===== config.mk =====
export PLATFORM = sky130hd
export DESIGN_NAME = md_sched
export DESIGN_NICKNAME = d
export VERILOG_FILES = /design/src/rtl/md_sched.sv
export SDC_FILE = /design/constraint.sdc
export NUM_CORES = 1
export LEC_CHECK = 0
export BUFFER_PORTS_ARGS = -buffer_cell sky130_fd_sc_hd__buf_2
export CAP_MARGIN = 20
export CORE_MARGIN = 3
export CORE_UTILIZATION = 31
export CTS_CLUSTER_SIZE = 30
export DETAILED_ROUTE_END_ITERATION = 6
export HOLD_SLACK_MARGIN = 0.12
export SLEW_MARGIN = 20
export SYNTH_ARGS = -nofsm -noshare
export SYNTH_HDL_FRONTEND = slang
export SYNTH_HIERARCHICAL = 1
export SYNTH_SLANG_ARGS = --single-unit

===== constraint.sdc =====
create_clock -name clk -period 1.6 [get_ports clk]
set_input_delay 0 -clock clk [delete_from_list [all_inputs] [get_ports clk]]
set_output_delay 0 -clock clk [all_outputs]
set_load 0.05 [all_outputs]

===== src/rtl/md_sched.sv =====
// md_sched: launch, fixed-latency tracking, HI/LO commit and D-stage hazard stall
// for the shared multiply/divide unit of the 5-stage pipeline.

module md_sched_chk (
  input logic       clk,
  input logic       reset,
  input logic       start,
  input logic       busy,
  input logic       hilo_we,
  input logic       hi_we,
  input logic       lo_we,
  input logic [2:0] op_q,
  input logic [3:0] cnt
);
  a_op_q_range : assert property (@(posedge clk) disable iff (reset) (op_q <= 3'd4));
  a_busy_op    : assert property (@(posedge clk) disable iff (reset) (busy == (op_q != 3'd0)));
  a_idle_cnt   : assert property (@(posedge clk) disable iff (reset) (!busy |-> (cnt == 4'd0)));
  a_busy_cnt   : assert property (@(posedge clk) disable iff (reset) (busy |-> (cnt != 4'd0)));
  a_no_restart : assert property (@(posedge clk) disable iff (reset) (!(start && busy)));
  a_commit     : assert property (@(posedge clk) disable iff (reset) (hilo_we |-> !busy));
  a_mt_onehot  : assert property (@(posedge clk) disable iff (reset) (!(hi_we && lo_we)));
endmodule

module md_sched #(
  parameter int MULT_CYCLES = 5,
  parameter int DIV_CYCLES  = 10
) (
  input  logic       clk,
  input  logic       reset,
  input  logic [3:0] md_op_e,
  input  logic       md_use_d,
  input  logic       IntReq,
  output logic       start,
  output logic       busy,
  output logic       stall_md,
  output logic       hilo_we,
  output logic       hi_we,
  output logic       lo_we,
  output logic [2:0] op_q,
  output logic [3:0] cnt,
  output logic       err
);

  typedef enum logic [0:0] {IDLE = 1'b0, RUN = 1'b1} state_t;

  localparam logic [3:0] MULT_LAT = 4'(MULT_CYCLES);
  localparam logic [3:0] DIV_LAT  = 4'(DIV_CYCLES);

  state_t state_r;
  logic   op_arith_s;
  logic   op_mt_s;
  logic   launch_s;
  logic   violation_s;

  function automatic logic [3:0] op_latency(input logic [3:0] op);
    case (op)
      4'd1, 4'd2: op_latency = MULT_LAT;
      4'd3, 4'd4: op_latency = DIV_LAT;
      default:    op_latency = 4'd0;
    endcase
  endfunction

  // Decode the E-stage op into same-cycle launch, mthi/mtlo write and stall strobes.
  always_comb begin
    op_arith_s = 1'b0;
    op_mt_s    = 1'b0;
    case (md_op_e)
      4'd1, 4'd2, 4'd3, 4'd4: op_arith_s = 1'b1;
      4'd5, 4'd6:             op_mt_s    = 1'b1;
      default: begin
        op_arith_s = 1'b0;
        op_mt_s    = 1'b0;
      end
    endcase
    launch_s    = (state_r == IDLE) && op_arith_s && !IntReq;
    violation_s = busy && (op_arith_s || op_mt_s) && !IntReq;
    start       = launch_s;
    hi_we       = (md_op_e == 4'd5) && !IntReq && !busy;
    lo_we       = (md_op_e == 4'd6) && !IntReq && !busy;
    // The commit cycle is deliberately not stalled: mfhi/mflo see the result via bypass.
    stall_md    = md_use_d && (launch_s || busy);
  end

  // Occupancy FSM: latch the op and its latency on launch, count down, pulse the commit.
  always_ff @(posedge clk) begin
    if (reset) begin
      state_r <= IDLE;
      busy    <= 1'b0;
      hilo_we <= 1'b0;
      op_q    <= 3'd0;
      cnt     <= 4'd0;
      err     <= 1'b0;
    end else begin
      hilo_we <= 1'b0;
      if (violation_s) begin
        err <= 1'b1;
      end else begin
        err <= err;
      end
      case (state_r)
        IDLE: begin
          if (launch_s) begin
            state_r <= RUN;
            busy    <= 1'b1;
            op_q    <= md_op_e[2:0];
            cnt     <= op_latency(md_op_e);
          end else begin
            state_r <= IDLE;
            busy    <= 1'b0;
            op_q    <= 3'd0;
            cnt     <= 4'd0;
          end
        end
        RUN: begin
          // cnt<=1 also covers a corrupted zero count so it can never wrap.
          if (cnt <= 4'd1) begin
            state_r <= IDLE;
            busy    <= 1'b0;
            op_q    <= 3'd0;
            cnt     <= 4'd0;
            hilo_we <= 1'b1;
          end else begin
            state_r <= RUN;
            cnt     <= cnt - 4'd1;
          end
        end
        default: begin
          state_r <= IDLE;
          busy    <= 1'b0;
          op_q    <= 3'd0;
          cnt     <= 4'd0;
        end
      endcase
    end
  end

  md_sched_chk u_chk (
    .clk     (clk),
    .reset   (reset),
    .start   (start),
    .busy    (busy),
    .hilo_we (hilo_we),
    .hi_we   (hi_we),
    .lo_we   (lo_we),
    .op_q    (op_q),
    .cnt     (cnt)
  );

endmodule


### After elaboration in Yosys (flattened, before gate mapping)

Cells that the tools add are included.

| word-level totals | value |
|---|---|
| bits in registers | 11 |
| input port bits | 8 |
| output and inout bits | 14 |
| word-level logic and storage cells | 49 |

| operators by class | value |
|---|---|
| add/sub/neg operators | 1 |
| order comparisons | 1 |
| eq/ne operators | 7 |
| mux-type cells | 15 |
| bitwise gates (word level) | 1 |
| reductions and logical operators | 18 |

Operators by type and width:

| kind | number |
|---|---|
| $pmux W4 S2 | 2 |
| $eq A4 B3 Y1 const B | 3 |
| $logic_and A1 B1 Y1 | 9 |
| $eq A4 B2 Y1 const B | 2 |
| $mux W4 | 2 |
| $reduce_or A2 Y1 | 4 |
| $mux W1 | 6 |
| $mux W3 | 2 |
| $pmux W3 S2 | 1 |
| $eq A4 B1 Y1 const B | 1 |
| $le A4 B1 Y1 const B | 1 |
| $pmux W1 S2 | 2 |
| $reduce_or A4 Y1 | 1 |
| $sub A4 B1 Y4 const B | 1 |
| $logic_not A1 Y1 | 2 |
| $logic_or A1 B1 Y1 | 2 |
| $ne A2 B1 Y1 const B | 1 |
| $not A1 Y1 | 1 |

### Logic depth before layout (Yosys ltp)

Gate-level depths: netlist of the first run.

| depth | value |
|---|---|
| word-level depth | 7 |
| depth in mapped cells | 5 |

### Least setup slack after synthesis of the first run

Ideal clock, no wire load.

| timing path | value |
|---|---|
| path kind | reg2out |
| start point | register busy |
| end point | output hi_we |
| data arrival time | 1.792 ns |
| slack | -0.192 ns |
| cell stages (with the launch flop) | 3 |
| path buffers | 0 |
| cells stage by stage | dfxtp_1 -> nand3b_1 -> nor3_1 |

| on the way | value |
|---|---|
| longest elaborated chain between the ends | 2 |

RTL lines:

| what | RTL line | text |
|---|---|---|
| from (decl) | 34 | `output logic busy,` |
| from (signal assigned) | 88 | `busy <= 1'b0;` |
| from (signal assigned) | 104 | `busy <= 1'b1;` |
| from (signal assigned) | 109 | `busy <= 1'b0;` |
| $logic_not A1 Y1 | 78 | `hi_we = (md_op_e == 4'd5) && !IntReq && !busy;` |
| $logic_and A1 B1 Y1 | 78 |  |
| to (decl) | 37 | `output logic hi_we,` |

Every way passes these cells.

### Worst setup path after layout of the first run

| timing path | value |
|---|---|
| start point | input md_op_e[2] |
| end point | output stall_md |

| on the way | value |
|---|---|
| longest elaborated chain between the ends | 7 |

RTL lines:

| what | RTL line | text |
|---|---|---|
| from (decl) | 30 | `input logic [3:0] md_op_e,` |
| $eq A4 B2 Y1 (tied with other cells) | 67 | `case (md_op_e)` |
| $reduce_or A4 Y1 (*) | 67 |  |
| $mux W1 (*) | 67 |  |
| $logic_and A1 B1 Y1 (*) (2 in series) | 75 | `launch_s = (state_r == IDLE) && op_arith_s && !IntReq;` |
| $logic_or A1 B1 Y1 (*) | 81 | `stall_md = md_use_d && (launch_s \|\| busy);` |
| $logic_and A1 B1 Y1 (*) | 81 |  |
| to (decl) | 35 | `output logic stall_md,` |

Mark *: on every way between the ends. The rest lies on a longest branch, timed or not.

==> results by group, run 1 <==
Power
  • Sw frac: 0.299
  • Leak: 0.000336 uW
  • Peak VDD IR: 0.331 mV
  • Switch Pwr: 179 uW
  • Clock share of power: 0.324
  • Sequential fraction of design power: 0.480
  • Power per cell area: 738 mW/mm^2
  • Internal power: 420 uW
  • Combinational Power Share: 0.196

Clock network
  • Max Root-Sink Buffers: 2
  • Clock Latency Late Sink: 0.27 ns
  • Clock Sinks: 11
  • Clk pin slew, worst setup/hold paths: 0.08 ns
  • Number of H-tree levels: 1
  • CTS buffer count: 3
  • Setup Buffers After CTS: 0
  • Root Buffer: clkbuf_4
  • TritonCTS clock tree: built

Timing
  • Min cycle time layout: 1.53 ns
  • Max Fclk: 0.655 GHz
  • Relative slew slack: 0.727
  • Clock skew: 0.0106 ns
  • Fin. Hold Viols: 0
  • Slew @ Worst Pin: 0.410 ns
  • Final setup fails: 0
  • Final hold slack: 0.170 ns
  • Fin crit share: 0.954
  • RSZ-0062 raised after global routing: false
  • Slew Limit Fails: 0

Logic synthesis
  • Sequential element share of the synthesized area: 0.370
  • Cell variety after synth: 32
  • Number of synthesized flops with an enable pin: 0
  • Post-Syn Area per Cell: 9.02 um^2
  • Yosys warns: 6
  • Flops & latches, synth: 11
  • Cell count after synthesis: 66
  • Synth Net Count: 76
  • Primary FF master, synth: dfxtp_1
  • Mapped Area: 596 um^2
  • Ys async rst share: 0

Die
  • I/O Pins: 22
  • Core Area: 0.00176 mm^2
  • Initial Util: 0.338
  • Die Span X: 49.8 um
  • Die Height: 49.8 um
  • Die ar.: 0.00248 mm^2
  • Core Rows: 15

Setup path
  • RR Startpoint: state_r
  • Critical Path Start Type: input port
  • Reg-to-Reg End: op_q[2]
  • Worst Reg2Reg Path Length in Cells: 4
  • Worst EP arrival: 1.53 ns
  • Critical path class: input port to output pin
  • Reg-to-reg slack, setup: 0.17 ns
  • Setup crit end kind: output pin
  • CP required: 1.60 ns
  • Crit path launch: md_op_e[2]
  • CP Capture Point: stall_md
  • Critical Path Fanout Max: 7

Hold path
  • Hold Path Class: input port to flip-flop

Drt
  • Vias per cell: 4.92
  • Post-route ant nets: 0
  • DRT Pass-1 Iters: 2
  • Total wire length: 1370 um
  • DRC errors left: 0
  • First DRT Iteration DRCs: 7
  • Average wire per standard cell: 11.5 um
  • Vias: 586

Flow run
  • Max-Cap Viols: 0

Global routing
  • Number of global-route vias before repair: 537
  • GRT overflow: 0
  • Initial antenna violation count: 0
  • First-pass GRT wire length: 2300 um
  • Largest net degree at the start of global routing: 14
  • Global Route Usage Sum: 0.124

Place
  • Placer Congestion: 0.707
  • IO buf count: 21
  • Post-DP HPWL: 967 um
  • Placed Cells: 108

Cells and area
  • ANT cells: 0
  • Area Overhead vs Synth: 36.1%
  • Finished Layout Cells: 119
  • Most common cell after layout, fill and taps aside: buf_2
  • Layout Nets: 105
  • Most frequent cells in the layout: buf_2 (20), dfxtp_1 (9), a21oi_1 (7), dlygate4sd3_1 (7)
  • Fraction of layout cells with a size suffix above 1: 0.340

Status
  • Outcome: finished, final reports clean
through the flow:
| step | utilization | area, um^2 | setup TNS, ns | setup WS [ns] | total power, uW |
|---|---|---|---|---|---|
| after floorplan | - | 598 | -0.384 | -0.192 | 372 |
| after global placement | 0.404 | 712 | 0 | 0.355 | 396 |
| after detailed placement | 0.404 | 712 | 0 | 0.340 | 397 |
| after CTS | 0.458 | 808 | 0 | 0.0471 | 608 |
| after global routing | 0.460 | 811 | 0 | 0.0175 | 636 |
| final | 0.460 | 811 | 0 | 0.0734 | 598 |
metal layers:
metal | up-vias | GRT usage | part of all wire
li1 | 295 | - | -
met4 | 0 | 0.0829 | 0.021
met3 | 4 | 0.0302 | 0.065
met5 | - | 0 | 0
met2 | 22 | 0.192 | 0.44
met1 | 265 | 0.151 | 0.47
synth_stat cells, types with 2 or more instances:
library cell,count,area [um^2]
o32ai_1,2,17.5
nand2b_1,2,12.5
nand3b_1,2,15.0
ha_1,2,25.0
buf_2,2,10.0
nor3_1,2,10.0
o211ai_1,5,37.5
dfxtp_1,11,220
nor2_1,3,11.3
a21oi_1,7,35.0
o21ai_1,2,10.0
xor2_1,2,17.5
inv_1,5,18.8
how the worst min path moves through the flow:
stage	slack [ns]	cells past startpoint	start	endpoint
after global routing	0.19	4	md_op_e[1]	err
after floorplan	0.08	1	reset	hilo_we
after CTS	0.16	4	md_op_e[1]	cnt[0]
final	0.17	4	md_op_e[0]	cnt[0]
after detailed placement	0.33	2	reset	cnt[1]
after global placement	0.32	2	reset	err
registers in the layout, summed over array words and instances (netlist names):
register	flops
err	1
cnt	4
state_r	1
op_q	3
hilo_we	1
busy	1
kinds of logic (layout without fill, tap and decap cells):
family	after synthesis	after routing	share of synthesized area
simple gates	19	19	0.237
flops	11	11	0.370
compound gates	21	21	0.233
buf+inv	11	39	0.0882
xor+xnor	2	2	0.0294
fa+ha+maj	2	2	0.0420
power by group through the flow:
stage | Clock [uW] | Sequential, uW | Combinational, uW
floorplan | 0 | 310 | 62.2
finish | 194 | 287 | 117
global route | 221 | 288 | 126
detailed placement | 0 | 294 | 104
CTS | 205 | 287 | 116
global placement | 0 | 294 | 103
final cells by class:
type | instances | area (um^2)
multi-input cells | 44 | 323
repair buffers | 29 | 185
clock buffers | 4 | 26.3
flip-flops and latches | 11 | 223
fillers | 195 | 953
inverters | 6 | 22.5
well taps | 25 | 31.3
critical path: stages:
cell           delay (ns)
dlygate4sd3_1        0.53
buf_2                0.16
or3_4                0.35
nand3_4              0.11
inv_2                0.04
o21a_1               0.15
buf_4                0.18
timing repair:
item | CTS | global route
resized for setup | 0 | 2
endpoints found under the hold margin | 11 | 0
hold buffers | 7 | 0
endpoints found under the setup margin | 0 | 1
(Power assumes the default switching activity.)
==> inputs of run 2 (changes only) <==
Settings changed: CELL_PAD_IN_SITES_DETAIL_PLACEMENT from default to 0, CELL_PAD_IN_SITES_GLOBAL_PLACEMENT from default to 1, CORE_ASPECT_RATIO from default to 1.1, MAX_ROUTING_LAYER from default to met4, PLACE_DENSITY_LB_ADDON from default to 0.1.
==> run 2 against run 1 <==
  * Utilization shrank 1.6 points
  * Clock power shrank 2%
  * Combinational power is essentially flat
  * Setup slack gained 0.037 ns
==> results by group, run 2 (synthesized netlist as in run 1, its figures left out) <==
Cells and area
  • Area Overhead vs Synth: 34.2%
  • FF/Latch Area: 223 um^2 (unchanged)
  • Largest registers: cnt x4, op_q x3
  • Finished Layout Cells: 112 (-5.9%)
  • Most common cell after layout, fill and taps aside: buf_2
  • Fraction of layout cells with a size suffix above 1: 0.351 (+0.0106)
  • Design Area, Final: 800 um^2 (-1.4%)
  • Most frequent cells in the layout: buf_2 (20), dfxtp_1 (9), a21oi_1 (7)
  • Footprint of the multi-input gates: 323 um^2 (unchanged)
  • Layout Nets: 105 (unchanged)
  • Max FFs per register: 4 (unchanged)
  • Fillers: 190 (-2.6%)
  • ANT cells: 0 (unchanged)
  • Reg with most FFs: cnt

Setup path
  • CP required: 1.80 ns (+0.20 ns)
  • Critical Path Fanout Max: 4 (-3)
  • Critical path class: input port to flip-flop
  • Critical Path Start Type: input port
  • Setup crit end kind: flip-flop
  • Worst EP arrival: 1.69 ns (+0.16 ns)

Place
  • Placer Congestion: 0.741 (+4.8%)
  • Placed standard-cell area: 703 um^2 (-1.2%)
  • Post-DP HPWL: 976 um (+0.86%)
  • IO buf count: 21 (unchanged)
  • Placed Cells: 101 (-6.5%)

Drt
  • Average wire per standard cell: 12.0 um (+4.0%)
  • Vias: 566 (-3.4%)
  • Vias per cell: 5.05 (+2.6%)
  • Total wire length: 1340 um (-2.1%)
  • Post-route ant nets: 0 (unchanged)
  • DRT Pass-1 Iters: 2 (unchanged)
  • DRC errors left: 0 (unchanged)
  • First DRT Iteration DRCs: 1 (-6)

Timing
  • Relative slew slack: 0.722 (-0.00463)
  • Clock skew: 0.00147 ns (-0.00913 ns)
  • Total negative slack: 0 ns (unchanged)
  • Fin. Hold Viols: 0 (unchanged)
  • Slew Limit Fails: 0 (unchanged)
  • Final setup fails: 0 (unchanged)
  • Min cycle time layout: 1.49 ns (-0.0371 ns)
  • Max Fclk: 0.671 GHz (+2.5%)
  • Fin crit share: 0.931 (-0.0232)
  • RSZ-0062 raised after global routing: false
  • Slew @ Worst Pin: 0.417 ns (+0.00694 ns)

Global routing
  • GRT overflow: 0 (unchanged)
  • GR Util met3: 0.0311 (+0.000930)
  • Initial antenna violation count: 0 (unchanged)
  • GR Util met1: 0.175 (+0.0236)
  • Number of global-route vias before repair: 498 (-7.3%)
  • Busiest grt layer: met1
  • GR Util met2: 0.174 (-0.0176)
  • Global Route Usage Sum: 0.131 (+0.00717)
  • First-pass GRT wire length: 2230 um (-3.0%)
  • Largest net degree at the start of global routing: 14 (unchanged)

Die
  • Core Rows: 16 (+1)
  • Die Span X: 47.8 um (-4.1%)
  • Die ar.: 0.00248 mm^2 (about the same)
  • Core Area: 0.00180 mm^2 (+2.1%)
  • Die Height: 52.0 um (+4.3%)
  • Initial Util: 0.331 (-0.00703)
  • I/O Pins: 22 (unchanged)

Clock network
  • Root Buffer: clkbuf_4
  • TritonCTS clock tree: built
  • Number of H-tree levels: 1 (unchanged)
  • Clk pin slew, worst setup/hold paths: 0.07 ns (about the same)
  • Max Root-Sink Buffers: 2 (unchanged)
  • Clock Latency Late Sink: 0.26 ns (about the same)
  • CTS buffer count: 3 (unchanged)
  • Clock Sinks: 11 (unchanged)

Flow run
  • Max-Cap Viols: 0 (unchanged)

Power
  • Clock share of power: 0.320 (-0.004)
  • Switch Pwr: 174 uW (-2.5%)
  • Combinational Power Share: 0.197 (about the same)
  • Peak VDD IR: 0.279 mV (-16%)
  • Sw frac: 0.294 (-0.00500)
  • Sequential fraction of design power: 0.484 (+0.004)
  • Internal power: 419 uW (-0.10%)
  • Power per cell area: 742 mW/mm^2 (+0.59%)
  • Leak: 0.000337 uW (+0.14%)

Hold path
  • Hold Path Class: input port to flip-flop

Status
  • Outcome: finished, final reports clean
==> run 2: cell count changes in the layout (fill, tap and decap cells not counted) <==
cell           before  now
dlygate4sd3_1       7    6
clkbuf_4            3    4
==> run 2: timing repair <==
action	4_1_cts	5_1_grt
setup endpoints to repair	0	2
buffers inserted	0	1
hold buffers	6	0
gates resized for setup	0	1
hold endpoints to repair	11	0
==> run 2: critical path: stages <==
cell and delay [ns]:
dlygate4sd3_1 0.53, buf_2 0.14, nor3_4 0.26, nand2_1 0.08, dlygate4sd3_1 0.56, a21oi_1 0.13
==> run 2: per-layer routing <==
| metal | wire length, um | vias to the layer above |
|---|---|---|
| li1 | - | 295 |
| met1 | 649 | 259 |
| met2 | 611 | 10 |
| met3 | 64 | 2 |
| met4 | 15 | 0 |
| met5 | 0 | - |
==> run 2: stage by stage <==
step / power, uW / hold WS [ns] / utilization / setup WS [ns]
final: 593 / 0.136 / 0.444 / 0.111
after global routing: 629 / 0.162 / 0.444 / 0.00763
after CTS: 599 / 0.126 / 0.438 / 0.0624
after detailed placement: 398 / 0.329 / 0.390 / 0.311
after global placement: 398 / 0.337 / 0.390 / 0.338
after floorplan: 372 / 0.0767 / - / -0.192
==> run 2: final cells by class <==
type	count	share of cell area
Clock buffer	4	0.0329
Tap cell	18	0.0282
Timing Repair Buffer	29	0.228
Inverter	6	0.0282
Sequential cell	11	0.279
Multi-Input combinational cell	44	0.404
==> run 2: path summary, 6_finish.rpt <==
| check | from | slack (ns) | to | cells after the start |
|---|---|---|---|---|
| worst max register to register | state_r | 0.13 | op_q[2] | 4 |
| worst min register to register | err | 0.49 | err | 2 |
| worst max-delay path | md_op_e[3] | 0.11 | op_q[2] | 6 |
| worst min-delay path | md_op_e[2] | 0.14 | cnt[0] | 3 |
==> run 2: power by group through the flow <==
| stage | clock (uW) | combinational, uW | sequential (uW) |
|---|---|---|---|
| after floorplan | 0 | 62.2 | 310 |
| after global placement | 0 | 105 | 294 |
| after detailed placement | 0 | 104 | 294 |
| after CTS | 197 | 114 | 287 |
| after global routing | 214 | 126 | 288 |
| final | 190 | 117 | 287 |
